File: config.mk
export PLATFORM = sky130hd
export DESIGN_NAME = seven_segment_decoder
export DESIGN_NICKNAME = d
export VERILOG_FILES = /design/src/rtl/seven_segment_decoder.sv
export SDC_FILE = /design/constraint.sdc
export NUM_CORES = 1
export LEC_CHECK = 0
export CORE_MARGIN = 2
export CORE_UTILIZATION = 40
export DETAILED_ROUTE_END_ITERATION = 6
export GPL_TIMING_DRIVEN = 0
export PLACE_DENSITY = 0.71
export SETUP_SLACK_MARGIN = 0.1
export SLEW_MARGIN = 40
export SYNTH_ARGS = -nofsm -noshare
export SYNTH_HDL_FRONTEND = slang
export SYNTH_SLANG_ARGS = --single-unit
File: constraint.sdc
create_clock -name i_Clk -period 8.7 [get_ports i_Clk]
set_input_delay 1.305 -clock i_Clk [delete_from_list [all_inputs] [get_ports i_Clk]]
set_output_delay 1.305 -clock i_Clk [all_outputs]
set_load 0.01 [all_outputs]
File: src/rtl/seven_segment_decoder.sv
// Loopback checker: recovers a 0-99 score from two active-low
// 7-segment buses after they hold a stable pattern.
module seven_segment_decoder #(
   parameter int unsigned STABLE_CYCLES = 4
) (
   input  logic       i_Clk,
   input  logic       i_Reset,
   input  logic [6:0] i_Segment1,
   input  logic [6:0] i_Segment2,
   output logic [6:0] o_Score,
   output logic       o_Score_Valid,
   output logic       o_Score_Update,
   output logic       o_Error,
   output logic [7:0] o_Error_Count
);

   typedef enum logic [1:0] {
      SETTLE,
      COMPARE,
      COMMIT,
      HOLD
   } state_t;

   localparam logic [7:0] LP_MAX  = 8'(STABLE_CYCLES);
   localparam logic [7:0] LP_LAST = 8'(STABLE_CYCLES - 1);

   state_t      r_State;
   state_t      w_Next;
   logic [13:0] r_Sample;
   logic [7:0]  r_Count;
   logic [13:0] r_Committed;
   logic        r_Has_Commit;
   logic [6:0]  r_Score;
   logic        r_Valid;
   logic        r_Update;
   logic        r_Error;
   logic [7:0]  r_Err_Cnt;

   logic [13:0] w_Input;
   logic        w_Same;
   logic        w_Go;
   logic        w_Tens_Ok;
   logic        w_Ones_Ok;
   logic [3:0]  w_Tens;
   logic [3:0]  w_Ones;
   logic [6:0]  w_Score;

   // Segment pattern to {legal, digit}; blank and junk are illegal.
   function automatic logic [4:0] f_Decode(input logic [6:0] seg);
      logic [4:0] res;
      unique case (seg)
         7'b1000000: res = {1'b1, 4'd0};
         7'b1111001: res = {1'b1, 4'd1};
         7'b0100100: res = {1'b1, 4'd2};
         7'b0110000: res = {1'b1, 4'd3};
         7'b0011001: res = {1'b1, 4'd4};
         7'b0010010: res = {1'b1, 4'd5};
         7'b0000010: res = {1'b1, 4'd6};
         7'b1111000: res = {1'b1, 4'd7};
         7'b0000000: res = {1'b1, 4'd8};
         7'b0010000: res = {1'b1, 4'd9};
         default:    res = 5'd0;
      endcase
      return res;
   endfunction

   assign w_Input = {i_Segment1, i_Segment2};
   assign w_Same  = (w_Input == r_Sample);
   assign w_Go    = (r_State == COMPARE) && (w_Next == COMMIT);

   assign {w_Tens_Ok, w_Tens} = f_Decode(r_Sample[13:7]);
   assign {w_Ones_Ok, w_Ones} = f_Decode(r_Sample[6:0]);
   assign w_Score = 7'(w_Tens) * 7'd10 + 7'(w_Ones);

   // Sample register and saturating stability counter.
   always_ff @(posedge i_Clk) begin
      if (i_Reset) begin
         r_Sample <= '0;
         r_Count  <= '0;
      end else begin
         r_Sample <= w_Input;
         if (!w_Same)
            r_Count <= '0;
         else if (r_Count != LP_MAX)
            r_Count <= r_Count + 8'd1;
      end
   end

   // State register.
   always_ff @(posedge i_Clk) begin
      if (i_Reset)
         r_State <= SETTLE;
      else
         r_State <= w_Next;
   end

   // Next-state logic.
   always_comb begin
      w_Next = r_State;
      unique case (r_State)
         SETTLE: begin
            if (w_Same && (r_Count == LP_LAST))
               w_Next = COMPARE;
         end
         COMPARE: begin
            if (r_Has_Commit && (r_Sample == r_Committed))
               w_Next = HOLD;
            else
               w_Next = COMMIT;
         end
         COMMIT: w_Next = HOLD;
         HOLD: begin
            if (!w_Same)
               w_Next = SETTLE;
         end
         default: w_Next = SETTLE;
      endcase
   end

   // Outputs land on the edge entering COMMIT so they are
   // visible for exactly the COMMIT cycle onwards.
   always_ff @(posedge i_Clk) begin
      if (i_Reset) begin
         r_Committed  <= '0;
         r_Has_Commit <= 1'b0;
         r_Score      <= '0;
         r_Valid      <= 1'b0;
         r_Update     <= 1'b0;
         r_Error      <= 1'b0;
         r_Err_Cnt    <= '0;
      end else begin
         r_Update <= 1'b0;
         if (w_Go) begin
            r_Committed  <= r_Sample;
            r_Has_Commit <= 1'b1;
            if (w_Tens_Ok && w_Ones_Ok) begin
               r_Score  <= w_Score;
               r_Valid  <= 1'b1;
               r_Error  <= 1'b0;
               r_Update <= 1'b1;
            end else begin
               r_Valid <= 1'b0;
               r_Error <= 1'b1;
               if (r_Err_Cnt != 8'hFF)
                  r_Err_Cnt <= r_Err_Cnt + 8'd1;
            end
         end
      end
   end

   assign o_Score        = r_Score;
   assign o_Score_Valid  = r_Valid;
   assign o_Score_Update = r_Update;
   assign o_Error        = r_Error;
   assign o_Error_Count  = r_Err_Cnt;

endmodule

Yosys cells after proc, flatten, opt, wreduce, memory -nomap -nowiden
Index checks and enable logic that the tools add are counted.

Bits in registers: 57. Bits of input ports: 16. Output and inout port bits: 18. Logic and storage cells: 63.

$add $sub $neg: 3. Multiply operators: 1. Equal/unequal tests: 27. Mux-type cells: 8. Bitwise gates (word level): 3. Reductions and logical operators: 11.

Operator list (number): 5-bit case mux with 10 select lines (2); 7-bit by 5-bit == test with 1-bit output (second input constant) (6); 7-bit == test (second input constant) (6); 14-bit == test (2); 7-bit by 6-bit == test with 1-bit output (second input constant) (4); 8-bit by 1-bit adder with 8-bit output (second input constant) (2); 7-bit by 2-bit == test with 1-bit output (second input constant) (2); 7-bit logical NOT (2); 8-bit by 2-bit == test with 1-bit output (second input constant) (1); 8-bit by 3-bit inequality test with 1-bit output (second input constant) (1); 8-bit inequality test (second input constant) (1); 2-bit case mux with 4 select lines (1); 7-bit by 4-bit adder with 7-bit output (1); 2-bit == test (second input constant) (3); 4-bit by 3-bit multiplier with 6-bit output (second input constant) (1); 1-bit logical AND (4); 2-bit two-way mux (2); 2-bit OR reduction (2); 1-bit two-way mux (3); 1-bit NOT (3); 3-bit AND reduction (1); 2-bit by 1-bit == test with 1-bit output (second input constant) (1); 2-bit logical NOT (1); 2-bit AND reduction (1).

Logic depth before layout (Yosys ltp)
Gate-level depths: netlist of the first run.

Depth after elaboration: 8. Depth in mapped cells: 14. Gate-level depth less buffers: 13.

Worst setup path after synthesis of the first run
No wires, ideal clock.

Kind: register -> register. Start: register r_Sample[9]. End: register r_Score[6] (netlist: o_Score[6]). Setup time: 0.074 ns. Arrival time: 3.271 ns. Data required time: 8.626 ns. Slack: 5.355 ns. Stages on the path, launching flop included: 13. Path buffers: 1. Period minus slack after synthesis: 3.345 ns. Path through: dfxtp_1 buf_6 or4_4 or3b_4 o22ai_1 ha_1 ha_1 fa_1 nand2_1 or2_2 a31oi_1 o2111ai_1 o21ai_0.

Word-level cells in the longest chain between the ends: 7. Elaborated cells on any way between the ends: 25. Those cells by class: add/sub (1); mul (1); eq/ne (12); mux (5); reduce/logical (6).

Ends and longest elaborated chain: from (decl) (RTL line 29) `logic [13:0] r_Sample;`; from (signal assigned) (RTL line 81) `r_Sample <= w_Input;`; parallel branches: the longest is 7 deep, another holds 7-bit by 4-bit adder with 7-bit output; to (signal assigned) (RTL line 137) `r_Score <= w_Score;`; to (decl) (RTL line 33) `logic [6:0] r_Score;`.

Parallel ways; which one is timed is not known. A chain may end at the register's enable or synchronous reset.

Worst setup path after layout of the first run
Same ends and word-level chain as after synthesis.

==> flow_summary_export.csv, run 1 <==
group,metric,value,unit
global_route,grt_pass1_vias,2545,
setup_path,reg2reg_depth,12,
global_route,grt_max_degree,11,
drt,first_iter_violations,159,
setup_path,worstPathRequired,8.96,ns
sta,hold_viol_final,0,
layout,stdcell_count,526,
global_route,grt_pass1_wl,11500,um
clock_network,insertion_delay,0.33,ns
drt,wl,7000,um
place,hpwl,5220,um
setup_path,worstReg2RegEnd,"o_Score[6]",
layout,fin_area,3830,um^2
logic_synthesis,synth-edff-count,0,
global_route,grt_usage,16.9,%
clock_network,cts_setup_buffers,0,
logic_synthesis,synth_nets,401,
clock_network,hold_buffers,0,
sta,min_period,3.65,ns
sta,skew,0.00697,ns
clock_network,cts_inserted_buffers,9,
setup_path,crit_fanout,10,
sta,relSlewSlack,53.6,%
worst_hold_path,hold_class,"flop to flop",
logic_synthesis,seq_area_frac_synth,36.4,%
setup_path,r2r_setup_slack,5.05,ns
layout,area_growth,22.1,%
floorplan,die_x,92.6,um
logic_synthesis,synth_ff_type,"dfxtp_1",
logic_synthesis,synth-seq-cells,57,
clock_network,cts.sinks,57,
drt,detail_route.first_pass.iterations,4,
clock_network,h-tree-depth,3,
flow_run,maxCapViolCount,0,
sta,fin_setup_tns,0,ns
global_route,gr-total-overflow,0,
drt,routedWlPerCell,13.3,um
sta,final-setup-viol-count,0,
drt,antenna_left,0,
global_route,antenna_found_initial,0,
pwr,peakVddDrop,0.107,mV
logic_synthesis,synthTopCellsByCount,"dfxtp_1, nand2_1, xor2_1",
clock_network,cts_resized,0,
place,portBuffers,32,
drt,via_count,2781,
sta,fmax,274,MHz
sta,final.period_utilization,42.0,%
run_status,outcome,"finished, final reports clean",
pwr,powerDensity,166,nW/um^2
clock_network,clk_pin_slew_worst_paths,0.07,ns
floorplan,rows,32,
drt,drc,0,
setup_path,endpoint,"o_Score[6]",
floorplan,ios,34,
logic_synthesis,mappedNetlistArea,3140,um^2
sta,slew_violations,0,
clock_network,cts.path.max_buffers,2,
place,place.gp.congestion,0.819,
logic_synthesis,yosysTopAreaCell,"dfxtp_1",
logic_synthesis,yosysWarnings,0,
logic_synthesis,yosysUniqueCellTypes,55,
clock_network,cts_root_buffer,"clkbuf_8",
setup_path,start_kind,"flop",
floorplan,core-area,7650,um^2
sta,worst-slew-pin-transition,0.690,ns
floorplan,fp.dieH,92.6,um
floorplan,dieArea,8570,um^2
setup_path,crit_path_end_kind,"flop",
pwr,p_leak,0.00144,uW
logic_synthesis,yosysMostFrequentCell,"dfxtp_1",
sta,grt_setup_unrepaired,"no",
setup_path,critPathKind,"flop to flop",
setup_path,reg2reg_from,"r_Sample[9]",
logic_synthesis,ys_top_cells_by_area,"dfxtp_1, xor2_1, a21oi_1, nand2_1, nor2b_1",
setup_path,worstSetupStartpoint,"r_Sample[9]",
logic_synthesis,async_reset_ff_share,0,%
layout,fin_nets,444,
drt,viasPerCell,5.29,
setup_path,cp.arrival,3.91,ns
place,placedCellCount,510,
clock_network,cts_tree,"done",
logic_synthesis,synth_top_area_share,36.4,%
layout,drive_above_1_share,8.96,%
floorplan,start_util,41.0,%
layout,antenna_cells,0,
logic_synthesis,syn_avg_cell_area,8.34,um^2
place,place_area,3580,um^2
logic_synthesis,synthCells,376,
[area by class of cell]
cell class	count	area, um^2
fill	724	3820
tap	102	128
inverter	7	26.3
clock inverter	4	98.8
buffer	26	124
clock buffer	12	145
sequential	57	1140
multi-input combinational	286	1850
timing repair buffer	32	320
[sequential cells by signal, indices dropped and copies added, names as in the netlist]
| register | cells |
|---|---|
| r_Committed | 14 |
| r_Sample | 14 |
| o_Error_Count | 8 |
| r_Count | 8 |
| o_Score | 7 |
| r_State | 2 |
| o_Error | 1 |
| o_Score_Update | 1 |
| o_Score_Valid | 1 |
| r_Has_Commit | 1 |
[metal layers]
layer | track usage (%) | wire length [um] | share of wire (%)
met1 | 21.5 | 3280 | 47
met4 | 6.97 | 163 | 2.3
met5 | 0 | 0 | 0
met3 | 3.58 | 398 | 5.7
met2 | 27.7 | 3150 | 45
[critical path, stage by stage (launching register included)]
cell and delay [ns]:
dfxtp_1 0.31, buf_6 0.14, or4_4 0.53, or3b_4 0.44, o22ai_1 0.32, ha_1 0.30, ha_1 0.22, fa_1 0.52
nand2_1 0.09, or2_2 0.30, a31oi_1 0.16, o2111ai_1 0.14, o21ai_0 0.11
[metrics by stage]
step,setup WS [ns],hold slack [ns],power (uW),utilization (%)
finish,5.05,0.465,635,50.1
global route,4.86,0.489,660,50.1
CTS,5.04,0.467,639,50.1
detailed placement,5.05,0.459,336,46.9
global placement,5.11,0.442,335,46.9
floorplan,5.35,0.441,316,-
[cell usage in the layout (no fill, tap or decap), types with 2 or more instances in the layout]
cell,netlist,routed
dfxtp_1,57,57
nand2_1,37,37
xor2_1,36,36
a21oi_1,33,33
clkdlybuf4s50_1,0,32
nor2_1,29,29
clkbuf_1,17,19
nor2b_1,18,18
nand3_1,14,14
nor4_1,11,11
o21ai_0,10,10
clkbuf_8,0,10
or2_2,8,8
inv_1,7,7
nand2b_1,7,7
and3_1,7,7
ha_1,7,7
nor3_1,6,6
o31ai_1,5,5
xnor2_1,5,5
a31oi_1,4,4
nand4_1,4,4
or4_1,4,4
buf_2,3,3
nand3b_1,3,3
a211oi_1,3,3
bufinv_16,0,3
buf_6,2,2
and3b_1,2,2
buf_1,2,2
buf_4,2,2
o22ai_1,2,2
nor3b_1,2,2
a41oi_1,2,2
or3_1,2,2
mux2_2,2,2
fa_1,2,2
[report_power, final]
part	switching [uW]	leakage (uW)	internal, uW
combinational	36.5	0.000858	27.6
clock	105	0.000121	199
sequential	1.81	0.000463	264
[cell families (layout without fill, tap and decap cells)]
logic type      after synthesis  after routing  synth area share (%)
flops                        57             57                  36.4
mux                           3              3                  1.04
buf+inv                      33             81                  4.79
simple gates                161            161                  27.2
fa+ha+maj                     9              9                  4.07
xor+xnor                     41             41                  11.4
compound gates               72             72                  15.0
[worst min path at each step]
stage                    start               to  cells past startpoint
2_1_floorplan     r_Has_Commit     r_Has_Commit                      2
3_3_place_gp     o_Score_Valid    o_Score_Valid                      2
3_5_place_dp    r_Committed[6]   r_Committed[6]                      2
4_1_cts         r_Committed[6]   r_Committed[6]                      2
5_1_grt        r_Committed[13]  r_Committed[13]                      2
6_report         o_Score_Valid    o_Score_Valid                      2
(Power assumes the default switching activity.)
==> run 2, diff against run 1 <==
PLACE_DENSITY = 0.73   (was 0.71)
clock period = 3.05 ns   (was 8.7 ns; I/O delays follow)
==> run 2 against run 1 <==
The run now ends with setup timing left. Clock skew up 0.0029 ns. Sequential cell count unchanged. Sequential share of layout area down 0.50 points. Fmax up 11%. First-iteration DRC count up 3.1%. Largest cell class unchanged.
==> flow_summary_export.csv, run 2 (synthesis results as in run 1) <==
group,metric,value,unit
run_status,outcome,"finished, violations left",
run_status,violations,"setup timing",
setup_path,cp.arrival,3.55,ns
floorplan,dieArea,8570,um^2
place,hpwl,5380,um
layout,reg_top3,"r_Committed: 14 flops, r_Sample: 14 flops",
drt,drc,0,
clock_network,cts.sinks,57,
drt,antenna_left,0,
pwr,p_leak,0.00146,uW
floorplan,die_x,92.6,um
layout,layout.cells.most_common,"dfxtp_1",
floorplan,core-area,7650,um^2
pwr,pwr-share-seq,45.5,%
clock_network,cts_root_buffer,"clkbuf_8",
layout,fin_nets,449,
floorplan,ios,34,
setup_path,start_kind,"flop",
worst_hold_path,hold_class,"flop to flop",
global_route,gr-total-overflow,0,
drt,wl,7470,um
setup_path,crit_path_end_kind,"flop",
floorplan,rows,32,
drt,first_iter_violations,164,
clock_network,cts_inserted_buffers,9,
sta,timing.hold.ws,0.467,ns
worst_hold_path,min_from,"r_Committed[10]",
setup_path,r2r_setup_slack,-0.23,ns
global_route,grt_pass1_vias,2522,
flow_run,maxCapViolCount,0,
sta,final.period_utilization,108,%
layout,area_growth,24.4,%
sta,relSlewSlack,60.4,%
sta,fmax,305,MHz
layout,fillCellCount,731,
drt,met3WireLength,403,um
pwr,powerDensity,428,nW/um^2
sta,hold_viol_final,0,
layout,stdcell_count,530,
floorplan,fp.dieH,92.6,um
sta,skew,0.00991,ns
pwr,power_frac_comb,12.2,%
global_route,antenna_found_initial,0,
sta,slew_violations,0,
clock_network,cts.path.max_buffers,2,
setup_path,critPathKind,"flop to flop",
setup_path,worstPathRequired,3.32,ns
pwr,p_sw_share,24.6,%
place,place.gp.congestion,0.857,
clock_network,h-tree-depth,3,
drt,wl_met1,3610,um
clock_network,insertion_delay,0.33,ns
pwr,p_int,1260,uW
place,placedCellCount,510,
drt,top_layer_used,"met4",
pwr,peakVddDrop,0.166,mV
drt,wl_met2,3330,um
setup_path,crit_fanout,4,
setup_path,worstReg2RegEnd,"o_Score[6]",
clock_network,cts_tree,"done",
setup_path,reg2reg_from,"r_Sample[12]",
floorplan,start_util,41.0,%
drt,via_count,2776,
layout,drive_above_1_share,13.8,%
sta,min_period,3.28,ns
pwr,p_sw,411,uW
sta,fin_ws,-0.234,ns
worst_hold_path,hold_end,"r_Committed[10]",
worst_hold_path,hold_depth,2,
pwr,clockPowerShare,42.2,%
sta,grt_setup_unrepaired,"yes",
sta,final-setup-viol-count,1,
drt,routedWlPerCell,14.1,um
global_route,grt_max_degree,11,
clock_network,clk_pin_slew_worst_paths,0.07,ns
global_route,grt_usage,17.6,%
layout,final_cell_mix,"dfxtp_1, xor2_1, nand2_1",
global_route,grt_pass1_wl,12000,um
place,portBuffers,32,
layout,antenna_cells,0,
setup_path,reg2reg_depth,12,
sta,worst-slew-pin-transition,0.585,ns
drt,detail_route.first_pass.iterations,4,
drt,viasPerCell,5.24,
==> run 2: changes by cell type in the layout (fill, tap and decap cells not counted), sizes merged <==
cell    change
buf         +5
bufinv      -2
clkinv      +2
inv         -1
==> run 2: worst max-delay path by stage <==
stage,start,to,cells past startpoint
floorplan,r_Sample[9],o_Score[6],12
global placement,r_Sample[9],o_Score[6],13
detailed placement,r_Sample[9],o_Score[6],13
CTS,r_Sample[9],o_Score[6],12
global route,r_Sample[10],o_Score[6],12
finish,r_Sample[12],o_Score[6],12
==> run 2: critical path, stage by stage (launching register included) <==
cell,delay [ns]
dfxtp_1,0.33
or4_4,0.52
or3b_4,0.42
o22ai_4,0.23
ha_4,0.24
ha_4,0.16
fa_1,0.54
nand2_2,0.09
nor2_2,0.13
o311ai_2,0.12
a31oi_1,0.19
o2111ai_1,0.15
o21ai_1,0.10
==> run 2: timing repair <==
item | in CTS | in global routing
gates cloned | 0 | 0
buffers inserted | 5 | 1
resized for setup | 4 | 14
hold buffers | 0 | 0
setup endpoints to repair | 2 | 3
pin swaps | 7 | 9
hold endpoints to repair | 0 | 0
==> run 2: metrics by stage <==
step	area, um^2	setup WS (ns)	power, uW	utilization [%]	TNS (ns)
CTS	3850	-0.212	1670	50.4	-0.213
finish	3900	-0.234	1670	51.0	-0.234
detailed placement	3610	-0.388	963	47.2	-0.388
floorplan	3160	-0.0998	906	-	-0.0998
global route	3900	-0.318	1740	51.0	-0.501
global placement	3610	-0.330	959	47.2	-0.330
==> run 2: power groups by stage <==
stage	sequential [uW]	clock [uW]	combinational, uW
after global routing	760	754	223
after CTS	759	718	195
after floorplan	775	0	131
after detailed placement	776	0	187
after global placement	775	0	183
final	760	705	204
==> run 2: layout make-up <==
type | instances | area [um^2] | share of cell area [%]
buffer | 25 | 116 | 2.98
clock buffer | 12 | 155 | 3.98
clock inverter | 3 | 40.0 | 1.03
inverter | 7 | 26.3 | 0.673
multi-input combinational | 286 | 1930 | 49.4
sequential | 57 | 1140 | 29.3
tap | 102 | 128 | 3.27
timing repair buffer | 38 | 365 | 9.36
==> run 2: layer usage <==
metal,vias to the layer above,GRT usage [%]
li1,1411,-
met3,12,3.50
met5,-,0
met2,78,26.8
met1,1275,24.1
met4,0,7.84
==> run 3, diff against run 2 <==
--- a/config.mk
+++ b/config.mk
@@ -9,5 +9,5 @@
 export CORE_UTILIZATION = 40
 export DETAILED_ROUTE_END_ITERATION = 6
-export GPL_TIMING_DRIVEN = 0
+export GPL_TIMING_DRIVEN = 1
 export PLACE_DENSITY = 0.73
 export SETUP_SLACK_MARGIN = 0.1
==> constraint.sdc (replaced) <==
create_clock -name i_Clk -period 3.05 [get_ports i_Clk]
set_input_delay 0.61 -clock i_Clk [delete_from_list [all_inputs] [get_ports i_Clk]]
set_output_delay 0.61 -clock i_Clk [all_outputs]
set_load 0.01 [all_outputs]
==> run 3 against run 2 <==
The flow still finishes with violations (setup timing). Fmax grew 7.0%. First-iteration DRC count shrank 24%. Final cell count shrank 0.94%. Die area is the same. Wire length shrank 6.4%. Sequential share of layout area shrank 0.25 points. Worst setup slack gained 0.22 ns. Utilization grew 0.33 points. Largest cell class unchanged. Largest power group is now the clock network.
==> flow_summary_export.csv, run 3 (synthesis results as in run 1) <==
group,metric,value,unit
run_status,outcome,"finished, violations left",
run_status,violations,"setup timing",
floorplan,start_util,41.0,%
sta,skew,0.00897,ns
sta,grt_setup_unrepaired,"yes",
sta,final.period_utilization,101,%
layout,final_cell_mix,"dfxtp_1, nand2_1, xor2_1",
global_route,grt_pass1_vias,2515,
sta,slew_violations,0,
clock_network,h-tree-depth,3,
drt,routedWlPerCell,13.3,um
clock_network,cts_inserted_buffers,9,
global_route,antenna_found_initial,0,
place,placedCellCount,507,
setup_path,critPathKind,"flop to flop",
layout,antenna_cells,0,
setup_path,cp.arrival,3.34,ns
floorplan,fp.dieH,92.6,um
drt,detail_route.first_pass.iterations,5,
global_route,grt_max_degree,29,
clock_network,cts.sinks,57,
layout,utilization,51.4,%
place,place.gp.congestion,0.854,
flow_run,maxCapViolCount,0,
global_route,gr-total-overflow,0,
clock_network,cts_tree,"done",
sta,min_period,3.07,ns
drt,viasPerCell,5.34,
pwr,peakVddDrop,0.199,mV
sta,relSlewSlack,64.0,%
layout,fillCellCount,714,
layout,layout.cells.most_common,"dfxtp_1",
clock_network,hold_buffers,0,
setup_path,r2r_setup_slack,-0.02,ns
floorplan,rows,32,
setup_path,crit_path_end_kind,"flop",
clock_network,cts_root_buffer,"clkbuf_8",
sta,final-setup-viol-count,1,
layout,fin_nets,443,
drt,first_iter_violations,124,
pwr,powerDensity,443,nW/um^2
floorplan,dieArea,8570,um^2
sta,hold_viol_final,0,
place,hpwl,5110,um
sta,fmax,326,MHz
floorplan,core-area,7650,um^2
drt,drc,0,
floorplan,die_x,92.6,um
drt,via_count,2801,
layout,reg_top3,"r_Committed: 14 flops, r_Sample: 14 flops",
worst_hold_path,hold_class,"flop to flop",
layout,drive_above_1_share,15.6,%
sta,fin_ws,-0.0181,ns
setup_path,worstPathRequired,3.32,ns
global_route,grt_pass1_wl,11900,um
floorplan,ios,34,
drt,wl,7000,um
layout,stdcell_count,525,
global_route,grt_usage,17.4,%
drt,antenna_left,0,
setup_path,start_kind,"flop",
clock_network,cts.path.max_buffers,2,
place,portBuffers,33,
clock_network,insertion_delay,0.33,ns
setup_path,crit_fanout,3,
clock_network,clk_pin_slew_worst_paths,0.07,ns
pwr,p_leak,0.00152,uW
layout,area_growth,25.2,%
sta,worst-slew-pin-transition,0.532,ns
run 3: changes by cell type in the layout (fill, tap and decap cells not counted), moves of 2 or more:
cell and change:
ha_4 -2, buf_4 +16, clkbuf_2 -2, dfxtp_1 +2
clkbuf_1 -15, nor4_1 +2, clkbuf_8 +3, clkinv_2 -2
dfxtp_2 -2, nor4_2 -2, buf_2 -3
run 3: worst max-delay path: stages, from the launching register on:
cell and delay (ns):
dfxtp_1 0.31, or4_4 0.53, or3b_4 0.43, o22ai_4 0.16, ha_1 0.25, ha_2 0.17
fa_1 0.51, nand2_2 0.07, or2_4 0.23, a31oi_2 0.15, o2111ai_1 0.11, o21ai_1 0.09
run 3: worst paths after layout:
check           startpoint            end  cells past startpoint
min reg2reg  o_Score_Valid  o_Score_Valid                      2
max reg2reg   r_Sample[10]     o_Score[6]                     11
min          o_Score_Valid  o_Score_Valid                      2
max           r_Sample[10]     o_Score[6]                     11
run 3: report_power, final:
part | total (uW) | switching, uW | internal [uW]
combinational | 194 | 103 | 90.6
clock | 781 | 292 | 490
sequential | 764 | 9.88 | 754
total | 1740 | 405 | 1330
run 3: final cells by class:
class	count	area, um^2	share of cell area, %
Multi-Input combinational cell	286	1900	48.4
Sequential cell	57	1140	29.1
Timing Repair Buffer	57	505	12.9
Clock buffer	15	196	5.00
Tap cell	102	128	3.25
Clock inverter	1	30.0	0.765
Inverter	7	26.3	0.669
run 3: per-layer routing:
layer | track usage, % | up-vias | routed length [um]
li1 | - | 1398 | -
met1 | 22.5 | 1302 | 3200
met2 | 27.6 | 88 | 3290
met3 | 4.56 | 13 | 391
met4 | 6.84 | 0 | 112
met5 | 0 | - | 0
run 3: metrics by stage:
| step | worst slack (ns) | hold WS (ns) | setup TNS, ns | instance area (um^2) | total power, uW |
|---|---|---|---|---|---|
| 2_1_floorplan | -0.0998 | 0.441 | -0.0998 | 3160 | 906 |
| 3_3_place_gp | 0.00310 | 0.447 | 0 | 3660 | 964 |
| 3_5_place_dp | -0.0492 | 0.449 | -0.0492 | 3660 | 968 |
| 4_1_cts | -0.0458 | 0.458 | -0.0458 | 3890 | 1750 |
| 5_1_grt | -0.134 | 0.495 | -0.198 | 3930 | 1820 |
| 6_report | -0.0181 | 0.456 | -0.0181 | 3930 | 1740 |
run 3: timing repair:
action	4_1_cts	5_1_grt
pin swaps	6	1
setup endpoints to repair	1	3
setup buffers	1	1
gates resized for setup	1	5
